`src/rtl/periph_reg_arbiter.sv`:
```
// periph_reg_arbiter: shares one register bus among NumReq requesters and NumSlv slaves.
// It handles one transaction at a time. Requesters are served round-robin. The slave is
// chosen by decoding 4 KiB windows above BaseAddr. A stalled slave is ended by a timeout.
//
// Ports:
//   clk_i, rst_ni                          clock, asynchronous active-low reset
//   req_valid_i/addr_i/write_i/wdata_i/    per-requester request, packed as requester i
//   req_wstrb_i                            at slice [W*i +: W]
//   rsp_ready_o/rsp_rdata_o/rsp_error_o    one-cycle completion pulse, plus read data and error
//   slv_valid_o                            one-hot request to the selected slave
//   slv_addr_o/write_o/wdata_o/wstrb_o     registered request fields, broadcast to all slaves
//   slv_ready_i/slv_rdata_i/slv_error_i    per-slave response
module periph_reg_arbiter #(
   parameter int unsigned NumReq        = 2,
   parameter int unsigned NumSlv        = 4,
   parameter logic [63:0] BaseAddr      = 64'h1000_0000,
   parameter int unsigned TimeoutCycles = 255
) (
   input  logic                 clk_i,
   input  logic                 rst_ni,
   input  logic [NumReq-1:0]    req_valid_i,
   input  logic [NumReq*64-1:0] req_addr_i,
   input  logic [NumReq-1:0]    req_write_i,
   input  logic [NumReq*32-1:0] req_wdata_i,
   input  logic [NumReq*4-1:0]  req_wstrb_i,
   output logic [NumReq-1:0]    rsp_ready_o,
   output logic [31:0]          rsp_rdata_o,
   output logic                 rsp_error_o,
   output logic [NumSlv-1:0]    slv_valid_o,
   output logic [63:0]          slv_addr_o,
   output logic                 slv_write_o,
   output logic [31:0]          slv_wdata_o,
   output logic [3:0]           slv_wstrb_o,
   input  logic [NumSlv-1:0]    slv_ready_i,
   input  logic [NumSlv*32-1:0] slv_rdata_i,
   input  logic [NumSlv-1:0]    slv_error_i
);

   localparam int unsigned ReqIdxW = (NumReq > 1) ? $clog2(NumReq) : 1;
   localparam int unsigned SlvIdxW = (NumSlv > 1) ? $clog2(NumSlv) : 1;
   localparam int unsigned CntW    = 16;
   localparam logic [31:0]     TimeoutRdata = 32'hBADC_AB1E;
   // The timeout fires in the BUSY cycle in which the count would reach TimeoutCycles.
   // So the access spends exactly TimeoutCycles cycles in BUSY.
   localparam logic [CntW-1:0] CntLast      = CntW'(TimeoutCycles - 1);

   typedef enum logic [1:0] {StIdle, StBusy, StResp} state_e;

   state_e               state_q, state_d;
   logic [ReqIdxW-1:0]   rr_q, rr_d, win_q, win_d;
   logic [SlvIdxW-1:0]   sel_q, sel_d;
   logic [63:0]          addr_q, addr_d;
   logic                 write_q, write_d;
   logic [31:0]          wdata_q, wdata_d;
   logic [3:0]           wstrb_q, wstrb_d;
   logic [CntW-1:0]      cnt_q, cnt_d;
   logic [NumSlv-1:0]    slv_valid_q, slv_valid_d;
   logic [NumReq-1:0]    rsp_ready_q, rsp_ready_d;
   logic [31:0]          rsp_rdata_q, rsp_rdata_d;
   logic                 rsp_error_q, rsp_error_d;

   logic [63:0]          addr_arr  [NumReq];
   logic [31:0]          wdata_arr [NumReq];
   logic [3:0]           wstrb_arr [NumReq];
   logic [31:0]          rdata_arr [NumSlv];

   logic                 arb_any, arb_mapped;
   logic [ReqIdxW-1:0]   arb_idx, cand;
   logic [63:0]          arb_addr, arb_off;
   logic [SlvIdxW-1:0]   arb_sel;
   logic                 busy_ready, busy_timeout;

   // Unpack the flat request and response vectors into per-index arrays.
   always_comb begin
      for (int i = 0; i < NumReq; i++) begin
         addr_arr[i]  = req_addr_i[i*64 +: 64];
         wdata_arr[i] = req_wdata_i[i*32 +: 32];
         wstrb_arr[i] = req_wstrb_i[i*4 +: 4];
      end
      for (int s = 0; s < NumSlv; s++) begin
         rdata_arr[s] = slv_rdata_i[s*32 +: 32];
      end
   end

   // Round-robin pick. Scanning downward means the candidate closest to rr_q is assigned last, so it wins.
   always_comb begin
      arb_any = 1'b0;
      arb_idx = '0;
      cand    = '0;
      for (int k = NumReq - 1; k >= 0; k--) begin
         cand = ReqIdxW'((int'(rr_q) + k) % int'(NumReq));
         if (req_valid_i[cand]) begin
            arb_any = 1'b1;
            arb_idx = cand;
         end
      end
   end

   // Decode the winner's address. Comparing the offset avoids overflow at the top of the map.
   always_comb begin
      arb_addr   = addr_arr[arb_idx];
      arb_off    = arb_addr - BaseAddr;
      arb_mapped = (arb_addr >= BaseAddr) && (arb_off < (64'(NumSlv) << 12));
      arb_sel    = SlvIdxW'(arb_off >> 12);
   end

   assign busy_ready   = slv_ready_i[sel_q];
   assign busy_timeout = (cnt_q == CntLast);

   // State register plus all latched fields and registered outputs.
   always_ff @(posedge clk_i or negedge rst_ni) begin
      if (!rst_ni) begin
         state_q     <= StIdle;
         rr_q        <= '0;
         win_q       <= '0;
         sel_q       <= '0;
         addr_q      <= '0;
         write_q     <= 1'b0;
         wdata_q     <= '0;
         wstrb_q     <= '0;
         cnt_q       <= '0;
         slv_valid_q <= '0;
         rsp_ready_q <= '0;
         rsp_rdata_q <= '0;
         rsp_error_q <= 1'b0;
      end else begin
         state_q     <= state_d;
         rr_q        <= rr_d;
         win_q       <= win_d;
         sel_q       <= sel_d;
         addr_q      <= addr_d;
         write_q     <= write_d;
         wdata_q     <= wdata_d;
         wstrb_q     <= wstrb_d;
         cnt_q       <= cnt_d;
         slv_valid_q <= slv_valid_d;
         rsp_ready_q <= rsp_ready_d;
         rsp_rdata_q <= rsp_rdata_d;
         rsp_error_q <= rsp_error_d;
      end
   end

   // Next-state logic.
   always_comb begin
      state_d = state_q;
      case (state_q)
         StIdle:  if (arb_any) state_d = arb_mapped ? StBusy : StResp;
         StBusy:  if (busy_ready || busy_timeout) state_d = StResp;
         StResp:  state_d = StIdle;
         default: state_d = StIdle;
      endcase
   end

   // Next values for the latched fields and the registered outputs.
   always_comb begin
      rr_d        = rr_q;
      win_d       = win_q;
      sel_d       = sel_q;
      addr_d      = addr_q;
      write_d     = write_q;
      wdata_d     = wdata_q;
      wstrb_d     = wstrb_q;
      cnt_d       = cnt_q;
      slv_valid_d = '0;
      rsp_ready_d = '0;
      rsp_rdata_d = '0;
      rsp_error_d = 1'b0;
      case (state_q)
         StIdle: begin
            if (arb_any) begin
               win_d   = arb_idx;
               sel_d   = arb_sel;
               addr_d  = arb_addr;
               write_d = req_write_i[arb_idx];
               wdata_d = wdata_arr[arb_idx];
               wstrb_d = wstrb_arr[arb_idx];
               cnt_d   = '0;
               if (arb_mapped) begin
                  slv_valid_d[arb_sel] = 1'b1;
               end else begin
                  rsp_ready_d[arb_idx] = 1'b1;
                  rsp_error_d          = 1'b1;
               end
            end
         end
         StBusy: begin
            cnt_d = cnt_q + CntW'(1);
            if (busy_ready) begin
               rsp_ready_d[win_q] = 1'b1;
               rsp_error_d        = slv_error_i[sel_q];
               rsp_rdata_d        = write_q ? 32'h0 : rdata_arr[sel_q];
            end else if (busy_timeout) begin
               rsp_ready_d[win_q] = 1'b1;
               rsp_error_d        = 1'b1;
               rsp_rdata_d        = TimeoutRdata;
            end else begin
               slv_valid_d[sel_q] = 1'b1;
            end
         end
         StResp: begin
            rr_d = (win_q == ReqIdxW'(NumReq - 1)) ? '0 : win_q + ReqIdxW'(1);
         end
         default: ;
      endcase
   end

   assign rsp_ready_o = rsp_ready_q;
   assign rsp_rdata_o = rsp_rdata_q;
   assign rsp_error_o = rsp_error_q;
   assign slv_valid_o = slv_valid_q;
   assign slv_addr_o  = addr_q;
   assign slv_write_o = write_q;
   assign slv_wdata_o = wdata_q;
   assign slv_wstrb_o = wstrb_q;

endmodule

```
`config.mk`:
```
export PLATFORM = sky130hd
export DESIGN_NAME = periph_reg_arbiter
export DESIGN_NICKNAME = d
export VERILOG_FILES = /design/src/rtl/periph_reg_arbiter.sv
export SDC_FILE = /design/constraint.sdc
export NUM_CORES = 1
export LEC_CHECK = 0
export CORE_AREA = 10 10 179 181
export CTS_CLUSTER_SIZE = 30
export DETAILED_ROUTE_END_ITERATION = 10
export DIE_AREA = 0 0 189 191
export PLACE_DENSITY_LB_ADDON = 0.15
export SLEW_MARGIN = 20
export SYNTH_ARGS = -nofsm -noshare
export SYNTH_HDL_FRONTEND = slang
export SYNTH_SLANG_ARGS = --single-unit
```
`constraint.sdc`:
```
create_clock -name clk_i -period 3.4 [get_ports clk_i]
set_clock_uncertainty 0.2 [all_clocks]
set_input_delay 0.34 -clock clk_i [delete_from_list [all_inputs] [get_ports clk_i]]
set_output_delay 0.34 -clock clk_i [all_outputs]
set_load 0.01 [all_outputs]
```
==> Word-level counts from Yosys, hierarchy flattened <==
Cells that the tools add are included.
{ "totals": {"output_inout_bits": 140, "in_bits": 342, "memories": 0, "regBits": 162, "rom_bits": 0, "latchBits": 0, "mem_bits_rw": 0} }
{ "op_classes": {"addsub": 4, "n_bitwise": 2, "n_mul": 0, "mux": 60, "shift": 0, "order_cmp": 14, "reduce_logical": 11, "n_eq_ne": 5, "div": 0} }
{ "op_table": {"columns": ["op", "count"], "rows": [
  ["$mux 32", 9],
  ["$mux 64", 3],
  ["$bmux 32 s2", 1],
  ["$ge 64x29->1 const B", 1],
  ["$lt 64x15->1 const B", 1],
  ["$sub 64x29->64 const B", 1],
  ["$pmux 16 s2", 1],
  ["$mux 4", 7],
  ["$mux 1", 21],
  ["$add 16x1->16 const B", 1],
  ["$eq 16x8->1 const B", 1],
  ["$mux 16", 1],
  ["$mux 2", 7],
  ["$lt 1x2->1 const B", 4],
  ["$pmux 2 s2", 2],
  ["$pmux 4 s2", 1],
  ["$lt 2x3->1 const B", 2],
  ["$reduce_and 2->1", 3],
  ["$logic_and 1x1->1", 5],
  ["$bmux 1 s2", 2],
  ["$demux 1 s2", 2],
  ["$ge 2x1->1 const B", 2],
  ["$ne 2x2->1 const B", 2],
  ["$ge 3x3->1 const B", 1],
  ["12 further kinds", 15]
]} }

==> Logic depth before layout (Yosys ltp) <==
Gate-level depths: netlist of run 1.
{ "depth": {"ltp_word": 17, "mapped_depth": 12} }

==> Worst setup path after synthesis of run 1 <==
Ideal clock, no wire load.
{ "synth_timing": {"path_type": "input port to flip-flop", "from": "in req_addr_i[29]", "to": "reg rsp_error_q (netlist: rsp_error_o)", "path_stages": 8, "arrival_ns": 2.668, "path_buffers": 0, "setup_slack_ns": 0.408, "cell_sequence": "or4_4 or2_4 o32ai_4 a221oi_2 a311o_1 nor4_4 nand2_2 o31a_1"} }
{ "synth_via": {"elab_chain_len": 9, "word_cells_on_any_way": 10, "cone_classes": "1 x add/sub; 2 x order compare; 6 x mux; 1 x reduce/logical"} }
{ "synth_lines": {"columns": ["item", "line", "text"], "rows": [
  ["start, declared", "22", "input logic [NumReq*64-1:0] req_addr_i,"],
  ["$mux 64 (not written as such) (*) (3 in series)", "101", "arb_addr = addr_arr[arb_idx];"],
  ["$sub 64x29->64", "102", "arb_off = arb_addr - BaseAddr;"],
  ["$lt 64x15->1", "103", "arb_mapped = (arb_addr >= BaseAddr) && (arb_off < (64'(NumSlv) << 12));"],
  ["$logic_and 1x1->1 (*)", "103", null],
  ["$mux 1 (*)", "178", "if (arb_mapped) begin"],
  ["$mux 1 (*)", "170", "if (arb_any) begin"],
  ["$pmux 1 s2 (*)", "168", "case (state_q)"],
  ["via rsp_error_d", "60", "logic rsp_error_q, rsp_error_d;"],
  ["end signal, assigned", "139", "rsp_error_q <= rsp_error_d;"],
  ["end, declared", "60", null]
]} }
The timed path passes the listed nets; every way through them passes the cells marked *. The select of a mux whose other input is x is not followed.
A chain may end at the register's enable or synchronous reset.

==> Final worst setup path of run 1 <==
{ "layout_timing": {"from": "in req_addr_i[35]", "to": "reg slv_valid_q[2] (netlist: slv_valid_o[2])"} }
{ "layout_via": {"elab_chain_len": 9, "word_cells_on_any_way": 10, "cone_classes": "1 x add/sub; 2 x order compare; 6 x mux; 1 x reduce/logical"} }
{ "layout_lines": {"columns": ["item", "line", "text"], "rows": [
  ["$mux 64 (not written as such) (*) (3 in series)", "101", null],
  ["$sub 64x29->64", "102", null],
  ["$lt 64x15->1", "103", null],
  ["$logic_and 1x1->1 (*)", "103", null],
  ["$mux 4 (*)", "178", null],
  ["$mux 4 (*)", "170", null],
  ["$pmux 4 s2 (*)", "168", null],
  ["via slv_valid_d[2]", "57", "logic [NumSlv-1:0] slv_valid_q, slv_valid_d;"],
  ["end signal, assigned", "136", "slv_valid_q <= slv_valid_d;"],
  ["end, declared", "57", null]
]} }
Marked as above.

==> results of run 1 <==
-- power groups by stage --
| stage | clock, mW | combinational [mW] | sequential [mW] |
|---|---|---|---|
| final | 1.94 | 2.43 | 2.35 |
| after CTS | 2.00 | 2.47 | 2.36 |
| after global routing | 2.06 | 2.62 | 2.40 |
| after detailed placement | 0 | 2.46 | 2.39 |
| after global placement | 0 | 2.46 | 2.38 |
| after floorplan | 0 | 0.900 | 2.49 |
-- per-stage QoR --
step           power [mW]  hold WS, ps  worst slack (ps)  area, um^2  setup TNS, ps
5_1_grt              7.08          255               113       15100              0
2_1_floorplan        3.39         -156               408        8880              0
4_1_cts              6.83          241               301       15100              0
6_report             6.73          259               201       15100              0
3_5_place_dp         4.85          228              -140       14500           -647
3_3_place_gp         4.84          225              -113       14500           -246
-- worst register-to-register path, cell delays in order (launching register included) --
cell	delay, ps
dfrtp_1	400
nand2b_1	300
nand2_4	360
buf_4	250
mux2i_1	310
nand2b_1	100
a21o_1	240
a2111oi_0	560
o2111ai_1	210
nand2_1	110
-- cells by family after synthesis --
| logic type | Yosys count | share of synthesized area [%] |
|---|---|---|
| simple gates | 480 | 24.7 |
| compound gates | 192 | 14.1 |
| flops | 160 | 45.1 |
| buf+inv | 72 | 3.13 |
| mux | 60 | 11.6 |
| xor+xnor | 9 | 0.887 |
| fa+ha+maj | 4 | 0.507 |
-- flip-flops by register name, indices dropped and copies added, names as in the netlist, 2 cells and up --
| name | flops |
|---|---|
| slv_wdata_o | 32 |
| rsp_ready_o | 2 |
| state_q | 2 |
| slv_addr_o | 63 |
| cnt_q | 16 |
| rsp_rdata_o | 32 |
| slv_wstrb_o | 4 |
| slv_valid_o | 4 |
-- synthesized netlist by cell type, types with 2 or more instances --
| library cell | count |
|---|---|
| o31a_1 | 2 |
| clkbuf_1 | 49 |
| ha_1 | 2 |
| nor4_1 | 14 |
| a41o_1 | 2 |
| nand4b_1 | 4 |
| o2111ai_1 | 4 |
| xnor2_1 | 3 |
| mux2_2 | 3 |
| nand2_1 | 229 |
| buf_1 | 12 |
| mux4_2 | 34 |
| nand3b_1 | 2 |
| o31ai_1 | 3 |
| o32ai_2 | 2 |
| o21ai_0 | 30 |
| mux2i_1 | 23 |
| inv_1 | 5 |
| or2_2 | 4 |
| or3_1 | 10 |
| o32ai_1 | 3 |
| nor3_1 | 13 |
| o211ai_1 | 5 |
| buf_2 | 6 |
| a21oi_1 | 29 |
| a21o_1 | 2 |
| maj3_1 | 2 |
| o22ai_1 | 2 |
| o21ai_1 | 2 |
| and3_1 | 5 |
| nand2b_1 | 26 |
| nor3_2 | 2 |
| nor4b_1 | 2 |
| nand3_1 | 17 |
| a31oi_1 | 89 |
| nor2_1 | 107 |
| o21a_1 | 4 |
| dfrtp_1 | 160 |
| xor2_1 | 6 |
| or4_1 | 9 |
| nor2b_1 | 15 |
| nand4_1 | 13 |
-- metal layers --
metal	global-route usage (%)	routed length [um]
met5	0	53
met4	5.98	733
met3	6.65	3190
met2	38.7	21200
met1	26.1	16600
-- layout make-up --
type	instances	area [um^2]
Multi-Input combinational cell	745	4630
Antenna cell	3	7.51
Clock buffer	18	429
Inverter	5	18.8
Timing Repair Buffer	550	5410
Sequential cell	160	4010
Clock inverter	14	150
Tap cell	384	480
Fill cell	2656	13300
-- how the worst min path moves through the flow --
stage / startpoint / slack, ps / cells after the start / to
after floorplan: rst_ni / -160 / 0 / cnt_q[0]
after global placement: rst_ni / 230 / 1 / slv_addr_o[11]
after CTS: req_wdata_i[39] / 240 / 3 / slv_wdata_o[7]
after global routing: req_wdata_i[4] / 260 / 3 / slv_wdata_o[4]
final: req_wdata_i[39] / 260 / 3 / slv_wdata_o[7]
after detailed placement: rst_ni / 230 / 1 / slv_addr_o[9]
==> metrics.txt, run 1 <==
Hold Crit Class in -> reg; Die W ~190 um; Yosys top cell by area dfrtp_1; Post-CTS Setup Inserts 0; #FFs+latches synth 160; startpoint types primary input; wire length per cell 22.2 um; power per cell area 445 mW/mm^2; CP Cell Sequence clkdlybuf4s50_1 > or4_1 > or2_4 > o32ai_2 > nand4_1 > buf_4 > a21o_1 > a2111oi_0 > o2111ai_1 > nand2_1; start of the worst register-to-register path rr_q; # DRC 0; slowest stage delay, CP roughly 560 ps; min Tclk post-route 3200 ps; Initial DRC Count around 600; CP startpoint req_addr_i[35]; CTS resizes 0; clk slew on worst S/H paths roughly 80 ps; GRT Residual Overflow 0; Pins Over Slew Limit 0; Sw Ratio about 32%; Clock Power Share 28.9%; Area contributors post-synth dfrtp_1 45%, nand2_1 9.7%, mux4_2 8.6%, a31oi_1 6.3%, nor2_1 4.5%; CTS sink cnt between 150 and 200; unrepaired setup endpoints after global routing false; most frequent cells in the layout 480 x clkdlybuf4s50_1, 228 x nand2_1, 159 x dfrtp_1; DPL Wire Length 33900 um; Clk Latency, worst-skew pair 420 ps; CTS max path bufs 2; DRT Pass-1 Iters 7; global-route wire length before repair between 60000 and 70000 um; Worst Path Buf+Inv 2; Vias/cell a little over 5; Worst Tran Pin Value 768 ps; drt total wl around 42000 um; RR Endpoint slv_valid_o[2]; CP Class in -> reg; Final #Nets approximately 1800; Post-synth EDFFs 0; fin util between 50% and 60%; status finished clean; Req. time, crit path approximately 3600 ps; Worst setup EP type flip-flop; number of global-route vias before repair roughly 9600; final setup violation count 0; Num CTS Buffers 17; Post-Synthesis Cell Area a little under 0.009 mm^2; WP depth 10; Post-Syn Nets roughly 1300; WP data arrival between 3000 and 4000 ps; final worst-path cycle share a little over nine tenths; Max-slew headroom around half; vias roughly 9500; Achievable Freq 0.313 GHz; Leak 6.09 nW; maxcap violations 0; r2r worst-path depth 9; yosys warns 0; Seq pwr share a little over a third; Crit-path slowest cell or4_1; GP Congestion 0.957; initial antenna violation count 7; die height 191 um; Synth Instances around 980; Die Footprint about 0.036 mm^2; CTS tree done; number of routed nets with antenna violations 0; Primary FF master, synth dfrtp_1; most common cell after layout, fill and taps aside clkdlybuf4s50_1; Worst IR Drop VDD 0.253 mV; Hold Vio Cnt, Final 0; Comb pwr share 36.2%; Distinct cells, synth between 60 and 70; htree depth 4; Top delay family on crit path compound AO/OA/AOI/OAI gates; GRT Resource Usage Total ~22%; pin count of the biggest net entering global routing 78; R2R Setup Slk a little over 300 ps; CORE AREA 0.0285 mm^2; row cnt slightly above 60; Initial Utilization 31.2%; net switching power roughly 2.2 mW; Hold-fix buffers, CTS 1; Max Fanout on Critical Path 6; placed cells roughly 1800; Synth async-reset ratio 100%; Internal Dissipation roughly 4.6 mW; final std cells w/o fill ~1900; share of layout cells above drive strength 1 between 10% and 20%; Port Buffers between 400 and 500; Synth top area share between 40% and 50%; end of the critical path slv_valid_o[2]; IO Count between 400 and 500; Clock Tree Root clkbuf_16; average cell area after synthesis roughly 9 um^2; area grow syn2layout 70.3%; sequential element share of the synthesized area 45.1%
No activity file was read; power rests on OpenSTA's default activity.
==> run 2, diff against run 1 <==
CAP_MARGIN = 5   (was not set)
SLEW_MARGIN = 25   (was 20)
==> results of run 2 <==
Same layout as run 1: the final DEF is identical, and so are final timing and power.
